**src/rtl/nexys_starship_pkg.sv**
```systemverilog
// Shared lane indices, one-hot state codes and LFSR taps
// for the starship monster spawner.
package nexys_starship_pkg;

  localparam int LANE_TOP    = 0;
  localparam int LANE_BOTTOM = 1;
  localparam int LANE_LEFT   = 2;
  localparam int LANE_RIGHT  = 3;

  localparam logic [4:0] S_IDLE = 5'b00001;
  localparam logic [4:0] S_GAP  = 5'b00010;
  localparam logic [4:0] S_PICK = 5'b00100;
  localparam logic [4:0] S_REQ  = 5'b01000;
  localparam logic [4:0] S_HALT = 5'b10000;

  localparam logic [15:0] LFSR_TAPS = 16'hB400;

  typedef logic [3:0] lane_mask_t;

  function automatic lane_mask_t lane_onehot(input logic [1:0] lane);
    return lane_mask_t'(4'b0001 << lane);
  endfunction

endpackage

```
**src/rtl/nexys_starship_lfsr16.sv**
```systemverilog
// 16-bit right-shifting Galois LFSR, free-running outside reset.
// A zero seed would lock up, so it is replaced by 1.
module nexys_starship_lfsr16
  import nexys_starship_pkg::*;
(
  input  logic        Clk,
  input  logic        Reset,
  input  logic [15:0] seed,
  output logic [15:0] lfsr
);

  logic [15:0] seed_eff;

  assign seed_eff = (seed == 16'h0000) ? 16'h0001 : seed;

  always_ff @(posedge Clk) begin
    if (Reset) begin
      lfsr <= seed_eff;
    end else if (lfsr[0]) begin
      lfsr <= (lfsr >> 1) ^ LFSR_TAPS;
    end else begin
      lfsr <= lfsr >> 1;
    end
  end

endmodule

```
**src/rtl/nexys_starship_spawner.sv**
```systemverilog
// Monster spawner: waits a random tick gap, picks a random empty
// lane and holds a one-hot request until that lane acknowledges.
module nexys_starship_spawner
  import nexys_starship_pkg::*;
#(
  parameter int unsigned TICK_DIV  = 100_000_000,
  parameter int unsigned GAP_BASE  = 2,
  parameter int unsigned GAP_BITS  = 2,
  parameter logic [15:0] LFSR_SEED = 16'hACE1
) (
  input  logic       Clk,
  input  logic       Reset,
  input  logic       play_flag,
  input  logic       game_over,
  input  logic [3:0] lane_empty,
  input  logic [3:0] spawn_ack,
  output logic [3:0] spawn_req,
  output logic [7:0] spawn_count,
  output logic       q_Idle,
  output logic       q_Gap,
  output logic       q_Pick,
  output logic       q_Req,
  output logic       q_Halt
);

  localparam int PW = $clog2(TICK_DIV);
  localparam int GW = $clog2(GAP_BASE + (1 << GAP_BITS)) + 1;

  logic [4:0]    state;
  logic [PW-1:0] prescaler;
  logic [GW-1:0] gap_cnt;
  logic [GW-1:0] gap_load;
  logic [15:0]   lfsr;
  logic          lfsr_unused;
  logic          tick;
  logic [1:0]    cand;
  logic [1:0]    scan_idx;
  logic [1:0]    pick_lane;
  logic          pick_found;

  nexys_starship_lfsr16 u_lfsr (
    .Clk   (Clk),
    .Reset (Reset),
    .seed  (LFSR_SEED),
    .lfsr  (lfsr)
  );

  assign lfsr_unused = ^lfsr;
  assign tick     = (prescaler == PW'(TICK_DIV - 1));
  assign gap_load = GW'(GAP_BASE) + GW'(lfsr[GAP_BITS-1:0]);
  assign cand     = lfsr[1:0];

  // Scan from highest offset down so offset 0 (cand) wins.
  always_comb begin
    pick_found = 1'b0;
    pick_lane  = cand;
    scan_idx   = cand;
    for (int k = 3; k >= 0; k--) begin
      scan_idx = cand + 2'(k);
      if (lane_empty[scan_idx]) begin
        pick_found = 1'b1;
        pick_lane  = scan_idx;
      end
    end
  end

  always_ff @(posedge Clk) begin
    if (Reset) begin
      state       <= S_IDLE;
      spawn_req   <= 4'b0000;
      spawn_count <= 8'd0;
      prescaler   <= '0;
      gap_cnt     <= '0;
    end else if (state == S_IDLE) begin
      if (play_flag && !game_over) begin
        state       <= S_GAP;
        spawn_count <= 8'd0;
        prescaler   <= '0;
        gap_cnt     <= gap_load;
      end
    end else if (game_over && state != S_HALT) begin
      state     <= S_HALT;
      spawn_req <= 4'b0000;
    end else if (!play_flag) begin
      state     <= S_IDLE;
      spawn_req <= 4'b0000;
    end else begin
      case (state)
        S_GAP: begin
          if (tick) begin
            prescaler <= '0;
            gap_cnt   <= gap_cnt - GW'(1);
            if (gap_cnt == GW'(1)) begin
              state <= S_PICK;
            end
          end else begin
            prescaler <= prescaler + PW'(1);
          end
        end
        S_PICK: begin
          if (pick_found) begin
            spawn_req <= lane_onehot(pick_lane);
            state     <= S_REQ;
          end
        end
        S_REQ: begin
          if ((spawn_ack & spawn_req) != 4'b0000) begin
            spawn_req <= 4'b0000;
            if (spawn_count != 8'hFF) begin
              spawn_count <= spawn_count + 8'd1;
            end
            prescaler <= '0;
            gap_cnt   <= gap_load;
            state     <= S_GAP;
          end
        end
        default: begin
          spawn_req <= 4'b0000;
        end
      endcase
    end
  end

  assign q_Idle = state[0];
  assign q_Gap  = state[1];
  assign q_Pick = state[2];
  assign q_Req  = state[3];
  assign q_Halt = state[4];

endmodule
```
**config.mk**
```make
export PLATFORM = sky130hd
export DESIGN_NAME = nexys_starship_spawner
export DESIGN_NICKNAME = d
export VERILOG_FILES = /design/src/rtl/nexys_starship_pkg.sv /design/src/rtl/nexys_starship_lfsr16.sv /design/src/rtl/nexys_starship_spawner.sv
export SDC_FILE = /design/constraint.sdc
export NUM_CORES = 1
export LEC_CHECK = 0
export ABC_CLOCK_PERIOD_IN_PS = 2750
export CAP_MARGIN = 20
export CORE_MARGIN = 2
export CORE_UTILIZATION = 39
export DETAILED_ROUTE_END_ITERATION = 8
export PLACE_DENSITY_LB_ADDON = 0.12
export SLEW_MARGIN = 10
export SYNTH_ARGS = -nofsm -noshare
export SYNTH_HDL_FRONTEND = slang
export SYNTH_SLANG_ARGS = --single-unit
```
**constraint.sdc**
```tcl
create_clock -name Clk -period 2.75 [get_ports Clk]
set_clock_uncertainty 0.05 [all_clocks]
set_input_delay 0.275 -clock Clk [delete_from_list [all_inputs] [get_ports Clk]]
set_output_delay 0.275 -clock Clk [all_outputs]
set_load 0.005 [all_outputs]
```
==> results of run 1 <==
## final cells by class
class                           instances  area share, %
Inverter                                5          0.467
Clock buffer                           10           3.43
Sequential cell                        64           31.9
Timing Repair Buffer                   45           10.5
Clock inverter                          6           2.87
Tap cell                              105           3.27
Multi-Input combinational cell        302           47.6
## power breakdown
group	switching (mW)	internal (mW)	total [mW]
clock network	0.381	0.632	1.01
registers	0.105	0.998	1.10
logic	0.851	0.575	1.43
total	1.34	2.20	3.54
## flip-flops by register name (all words and copies together), names as in the netlist
register     count
gap_cnt          4
prescaler       27
spawn_count      8
spawn_req        4
state            5
u_lfsr.lfsr     16
## kinds of logic after synthesis
group	Yosys count	synth area share (%)
AOI/OAI and AO/OA	80	18.0
xor gates and xnor gates	32	8.43
adders and majority gates	4	1.51
buffers and inverters	27	3.88
DFF	64	38.6
muxes	3	0.904
and+or+nand+nor	183	28.7
## Yosys cell counts, types with 4 or more instances
master     number  share of area (%)
dfxtp_1        64                 39
nor2_1         58                6.6
xor2_1         27                7.1
nand2_1        22                2.5
a21oi_1        17                2.6
o2111ai_1      14                3.7
nand3_1        12                1.8
nor2b_1        12                2.3
and3_1         11                2.1
nand4_1        11                2.1
nor3_1         11                1.7
buf_2          10                1.5
clkbuf_1       10                1.1
or3_1          10                1.9
nand2b_1        8                1.5
o21ai_0         8                1.2
or2_2           8                1.5
and4_1          6                1.6
inv_1           5               0.56
o211ai_1        5                1.1
xnor2_1         5                1.3
and2_1          4               0.75
ha_1            4                1.5
o21ai_1         4               0.60
## cell usage in the layout, fill, tap and decap left out, types with 2 or more instances in the layout
| cell type | instances |
|---|---|
| or3_1 | 10 |
| nor2b_1 | 12 |
| o41ai_1 | 2 |
| o211ai_1 | 5 |
| inv_1 | 5 |
| ha_1 | 4 |
| a2bb2oi_1 | 2 |
| and3_1 | 11 |
| nand4_1 | 11 |
| mux2i_1 | 3 |
| clkdlybuf4s50_1 | 28 |
| dfxtp_1 | 64 |
| nand3_1 | 12 |
| a21oi_1 | 17 |
| nand2_1 | 22 |
| clkbuf_8 | 10 |
| nand2b_1 | 8 |
| o21ai_2 | 2 |
| nor4_1 | 3 |
| and2_1 | 4 |
| o2111ai_1 | 14 |
| or2_2 | 8 |
| xor2_1 | 27 |
| xnor2_1 | 5 |
| o21ai_1 | 4 |
| a211oi_2 | 3 |
| buf_4 | 16 |
| a211oi_1 | 3 |
| nor3_1 | 11 |
| o21ai_0 | 8 |
| nor2_1 | 58 |
| a221oi_1 | 2 |
| and4_1 | 6 |
| a21o_1 | 3 |
| bufinv_16 | 3 |
| o21a_1 | 3 |
| o21ba_1 | 2 |
| nor4b_1 | 2 |
## metrics by stage
stage,hold WS [ps],util (%),power (mW)
4_1_cts,371,48.7,3.56
2_1_floorplan,339,-,2.11
3_5_place_dp,350,45.6,2.53
3_3_place_gp,341,45.6,2.52
6_report,369,48.7,3.54
5_1_grt,375,48.7,3.77
## per-layer routing
layer / routed length, um / global-route usage (%)
met5: 0 / 0
met1: 3900 / 24.9
met3: 230 / 4.39
met2: 3300 / 25.3
met4: 96 / 5.75
## how the worst min path moves through the flow
stage                               start                          to  slack [ps]  cells past startpoint
3_3_place_gp    u_lfsr.lfsr[8]$_SDFF_PP0_   u_lfsr.lfsr[7]$_SDFF_PP1_         340                      1
2_1_floorplan  u_lfsr.lfsr[12]$_SDFF_PP0_  u_lfsr.lfsr[11]$_SDFF_PP1_         340                      1
3_5_place_dp    u_lfsr.lfsr[6]$_SDFF_PP1_   u_lfsr.lfsr[5]$_SDFF_PP1_         350                      1
5_1_grt         u_lfsr.lfsr[8]$_SDFF_PP0_   u_lfsr.lfsr[7]$_SDFF_PP1_         380                      1
6_report        u_lfsr.lfsr[6]$_SDFF_PP1_   u_lfsr.lfsr[5]$_SDFF_PP1_         370                      1
4_1_cts         u_lfsr.lfsr[8]$_SDFF_PP0_   u_lfsr.lfsr[7]$_SDFF_PP1_         370                      1
==> run_results.csv, run 1 <==
group,metric,value,unit
setup_path,worst-path-stages,7,
timing,finalMaxSlewViolations,0,
power,p_leak,1.47,nW
floorplan,ios,29,
synth,synth-edff-count,0,
timing,relSlewSlack,64.4,%
synth,syn_nets,409,
cts,ctsHtreeMaxLevel,3,
timing,hold_viol,0,
timing,finalSetupViolCount,0,
cts,clock-root-buffer,"clkbuf_8",
setup_path,crit_path_start,"state[2]$_SDFFE_PP0P_",
floorplan,die_height,96.3,um
timing,fin_crit_sh,87.1,%
synth,synth_warnings,0,
outcome,status,"completed",
timing,period_minus_slack,2400,ps
synth,async_flop_share,0,%
timing,fmax,0.417,GHz
cts,cts_buffers,9,
cts,insertion_delay,340,ps
cts,cts_setup_buffers,0,
routing,vias_per_cell,5.39,
setup_path,cpPeakStageDelay,610,ps
placement,placed_cells,521,
hold_path,min_path_type,"reg2reg",
floorplan,rows,33,
routing,firstDrtPassIters,4,
timing,worstMarginPinSlew,533,ps
placement,place_area,3760,sq um
cts,clock_sinks,64,
synth,ys.flop_type,"dfxtp_1",
setup_path,crit_required,2930,ps
setup_path,critPathCapture,"prescaler[21]$_SDFFE_PP0P_",
placement,dp_hpwl,5220,um
routing,vias,2894,
global_routing,overflow,0,
routing,drc,0,
placement,io_buffers,28,
setup_path,worstSetupPathType,"reg2reg",
power,peakVddDrop,0.410,mV
global_routing,grt_pass1_wl,12600,um
timing,setup-tns-final,0,ps
layout,drive_above_1_share,11.8,%
synth,ys_seq_area_share,38.6,%
floorplan,floorplan.die.width,96.3,um
placement,gp_congestion,0.838,
setup_path,end_kind,"register",
run,drv_cap,0,
routing,drtIter0Drc,111,
timing,rsz0062_at_grt,"no",
cts,cts_resized,0,
layout,n_antenna_cell,0,
setup_path,r2r_start,"state[2]$_SDFFE_PP0P_",
setup_path,cp_top_family,"simple AND/OR/NAND/NOR gates",
cts,holdBufCountCts,0,
placement,pre_cts_ws,168,ps
cts,cts_tree,"yes",
setup_path,rr_worst_depth,7,
routing,avgRoutedWirePerCell,14.0,um
synth,ys_types,52,
layout,final_cells,537,
floorplan,initial_core_util,40.2,%
setup_path,r2r_end,"prescaler[21]$_SDFFE_PP0P_",
global_routing,grt_pass1_vias,2577,
timing,setup_ws,354,ps
setup_path,cp.arrival,2570,ps
layout,postLayoutCellArea,4020,sq um
synth,synthCells,393,
layout,fillCellCount,814,
setup_path,r2r_slack,350,ps
layout,area_growth,20.9,%
routing,antenna_left,0,
layout,multi_input_area,1910,sq um
setup_path,crit_buf_inv,1,
cts,cts.clk_slew.worst_paths,80,ps
layout,register_area,1280,sq um
cts,clock_path_buffers,2,
global_routing,antenna_found_initial,0,
setup_path,crit_fanout,19,
synth,synth-seq-cells,64,
layout,layout.nets,443,
synth,synth_area_per_cell,8.46,sq um
setup_path,cp_slowest_cell,"or4b_1",
setup_path,cp_cell_sequence,"or4b_1 -> nor3_2 -> a21oi_2 -> buf_4 -> o211ai_2 -> nor3_1 -> o21ba_1",
power,powerDensity,881,nW/um^2
global_routing,grt_usage,17.4,%
setup_path,crit_path_start_kind,"register",
global_routing,grt_start_max_net_pins,28,
synth,synth.cell_area,3320,sq um
floorplan,core-area,8260,sq um
routing,wl,7520,um
floorplan,die_area,9280,sq um
No activity file was read; power rests on OpenSTA's default activity.
==> inputs of run 2 (changes only) <==
--- a/config.mk
+++ b/config.mk
@@ -9,6 +9,7 @@
 export CAP_MARGIN = 20
 export CORE_MARGIN = 2
 export CORE_UTILIZATION = 39
+export CTS_BUF_LIST = sky130_fd_sc_hd__clkbuf_4 sky130_fd_sc_hd__clkbuf_8 sky130_fd_sc_hd__clkbuf_16
 export DETAILED_ROUTE_END_ITERATION = 8
 export PLACE_DENSITY_LB_ADDON = 0.12
 export SLEW_MARGIN = 10
==> results of run 2 <==
Same layout as run 1: the final DEF is identical, and so are final timing and power.
==> inputs of run 3 (changes only) <==
--- a/config.mk
+++ b/config.mk
@@ -5,7 +5,7 @@
 export SDC_FILE = /design/constraint.sdc
 export NUM_CORES = 1
 export LEC_CHECK = 0
-export ABC_CLOCK_PERIOD_IN_PS = 2750
+export ABC_CLOCK_PERIOD_IN_PS = 2150
 export CAP_MARGIN = 20
 export CORE_MARGIN = 2
 export CORE_UTILIZATION = 39
==> constraint.sdc (replaced) <==
create_clock -name Clk -period 2.15 [get_ports Clk]
set_clock_uncertainty 0.05 [all_clocks]
set_input_delay 0.215 -clock Clk [delete_from_list [all_inputs] [get_ports Clk]]
set_output_delay 0.215 -clock Clk [all_outputs]
set_load 0.005 [all_outputs]
==> run_results.csv, run 3 (same netlist as run 1, synthesis figures left out) <==
group,metric,value,unit
outcome,status,"completed",
global_routing,antenna_found_initial,0,
power,switching_share,41.7,%
layout,area_growth,37.9,%
timing,fin_crit_sh,100,%
timing,rsz0062_at_grt,"yes",
timing,relSlewSlack,62.3,%
timing,finalMaxSlewViolations,0,
setup_path,worstSetupPathType,"reg2reg",
placement,dp_hpwl,5660,um
global_routing,grt_pass1_wl,13300,um
power,powerDensity,1070,nW/um^2
routing,antenna_left,0,
layout,drive_above_1_share,27.5,%
cts,insertion_delay,340,ps
placement,io_buffers,28,
layout,reg.largest.list,"prescaler (27), u_lfsr.lfsr (16), spawn_count (8)",
cts,ctsHtreeMaxLevel,3,
floorplan,floorplan.die.width,96.3,um
placement,pre_cts_ws,-238,ps
setup_path,cp_slowest_cell,"or4_1",
routing,drtIter0Drc,135,
timing,period_minus_slack,2150,ps
setup_path,crit_path_start_kind,"register",
layout,layout.nets,499,
placement,place_area,4190,sq um
cts,clock_path_buffers,2,
layout,max_flop_register,"prescaler",
power,clkPwrFrac,19.5,%
setup_path,crit_fanout,6,
timing,fmax,0.465,GHz
floorplan,rows,33,
global_routing,grt_pass1_vias,2901,
floorplan,core-area,8260,sq um
power,peakVddDrop,0.529,mV
global_routing,grt_usage,18.2,%
routing,drc,0,
power,pwr-share-seq,28.5,%
timing,setup_ws,0.248,ps
layout,largest_reg_flops,27,
hold_path,min_path_type,"reg2reg",
global_routing,overflow,0,
timing,finalSetupViolCount,0,
timing,worstMarginPinSlew,563,ps
floorplan,die_area,9280,sq um
power,power_switching,2.05,mW
timing,hold_viol,0,
layout,postLayoutCellArea,4580,sq um
routing,vias_per_cell,5.29,
global_routing,grt_start_max_net_pins,24,
placement,placed_cells,570,
power,p_total,4.90,mW
floorplan,die_height,96.3,um
cts,cts.clk_slew.worst_paths,80,ps
cts,clock-root-buffer,"clkbuf_8",
setup_path,cpPeakStageDelay,540,ps
layout,final_cells,593,
routing,firstDrtPassIters,4,
placement,gp_congestion,0.836,
setup_path,cp.arrival,2350,ps
floorplan,ios,29,
setup_path,cp_cell_sequence,"buf_4 -> or4_1 -> a211oi_2 -> o21ai_2 -> or3_1 -> a221oi_2",
power,p_leak,1.73,nW
routing,avgRoutedWirePerCell,13.5,um
cts,cts_buffers,9,
routing,vias,3138,
power,power_frac_comb,52.0,%
setup_path,crit_required,2350,ps
cts,cts_tree,"yes",
cts,clock_sinks,64,
floorplan,initial_core_util,40.2,%
run,drv_cap,0,
layout,n_antenna_cell,0,
power,p_int,2.86,mW
routing,wl,7980,um
layout,final_common_cell,"buf_4",
setup_path,end_kind,"register",
layout,layout_common_cells,"70 x buf_4, 59 x dfxtp_1, 58 x nor2_1",
layout,fillCellCount,784,
run 3: cell types whose count changed in the layout (fill, tap and decap cells not counted), sizes merged:
cell      change
buf          +56
bufinv        -3
clkinvlp      +3
run 3: path summary, 6_finish.rpt:
kind / start / to / slack (ps) / cells after the start
setup / recovery: state[2]$_SDFFE_PP0P_ / gap_cnt[3]$_SDFFE_PP0P_ / 0.2 / 6
hold / removal: u_lfsr.lfsr[8]$_SDFF_PP0_ / u_lfsr.lfsr[7]$_SDFF_PP1_ / 360 / 1
setup reg to reg: state[2]$_SDFFE_PP0P_ / gap_cnt[3]$_SDFFE_PP0P_ / 0.2 / 6
hold reg to reg: u_lfsr.lfsr[8]$_SDFF_PP0_ / u_lfsr.lfsr[7]$_SDFF_PP1_ / 360 / 1
run 3: metal layers:
metal / wire length, um / track usage [%] / up-vias
met5: 0 / 0 / -
met4: 57 / 5.63 / 0
met3: 309 / 3.37 / 4
met2: 3670 / 28.9 / 58
met1: 3940 / 25.0 / 1484
li1: - / - / 1592
run 3: what timing repair did:
item                                    in CTS  in global routing
hold buffers                                 0                  0
gates resized for setup                      9                 20
buffers inserted                             3                  4
pin swaps                                    3                  8
endpoints found under the setup margin      31                 35
run 3: worst max-delay path: cells and delay by family (launching register included):
| kind | cells | cell delay (ps) |
|---|---|---|
| compound gates | 3 | 590 |
| buf+inv | 1 | 150 |
| flops | 1 | 370 |
| simple gates | 2 | 910 |
run 3: area by class of cell:
class / instances / area (sq um) / share of cell area [%]
clock inverters: 6 / 43.8 / 0.956
multi-input cells: 302 / 2100 / 45.9
clock buffers: 10 / 138 / 3.00
inverters: 5 / 18.8 / 0.410
flip-flops and latches: 64 / 1290 / 28.2
well taps: 105 / 131 / 2.87
repair buffers: 101 / 857 / 18.7
run 3: stage by stage:
stage / setup TNS (ps) / hold slack, ps / utilization, %
2_1_floorplan: 0 / 339 / -
3_5_place_dp: -3620 / 348 / 50.7
6_report: 0 / 363 / 55.5
3_3_place_gp: -3200 / 343 / 50.7
5_1_grt: -978 / 372 / 55.5
4_1_cts: 0 / 367 / 53.7
run 3: power by group through the flow:
stage               Clock [mW]  Sequential [mW]  Combinational (mW)
floorplan                    0             1.37                1.42
global placement             0             1.41                2.15
detailed placement           0             1.41                2.15
CTS                      0.981             1.38                2.26
global route              1.03             1.41                2.77
finish                   0.954             1.40                2.55
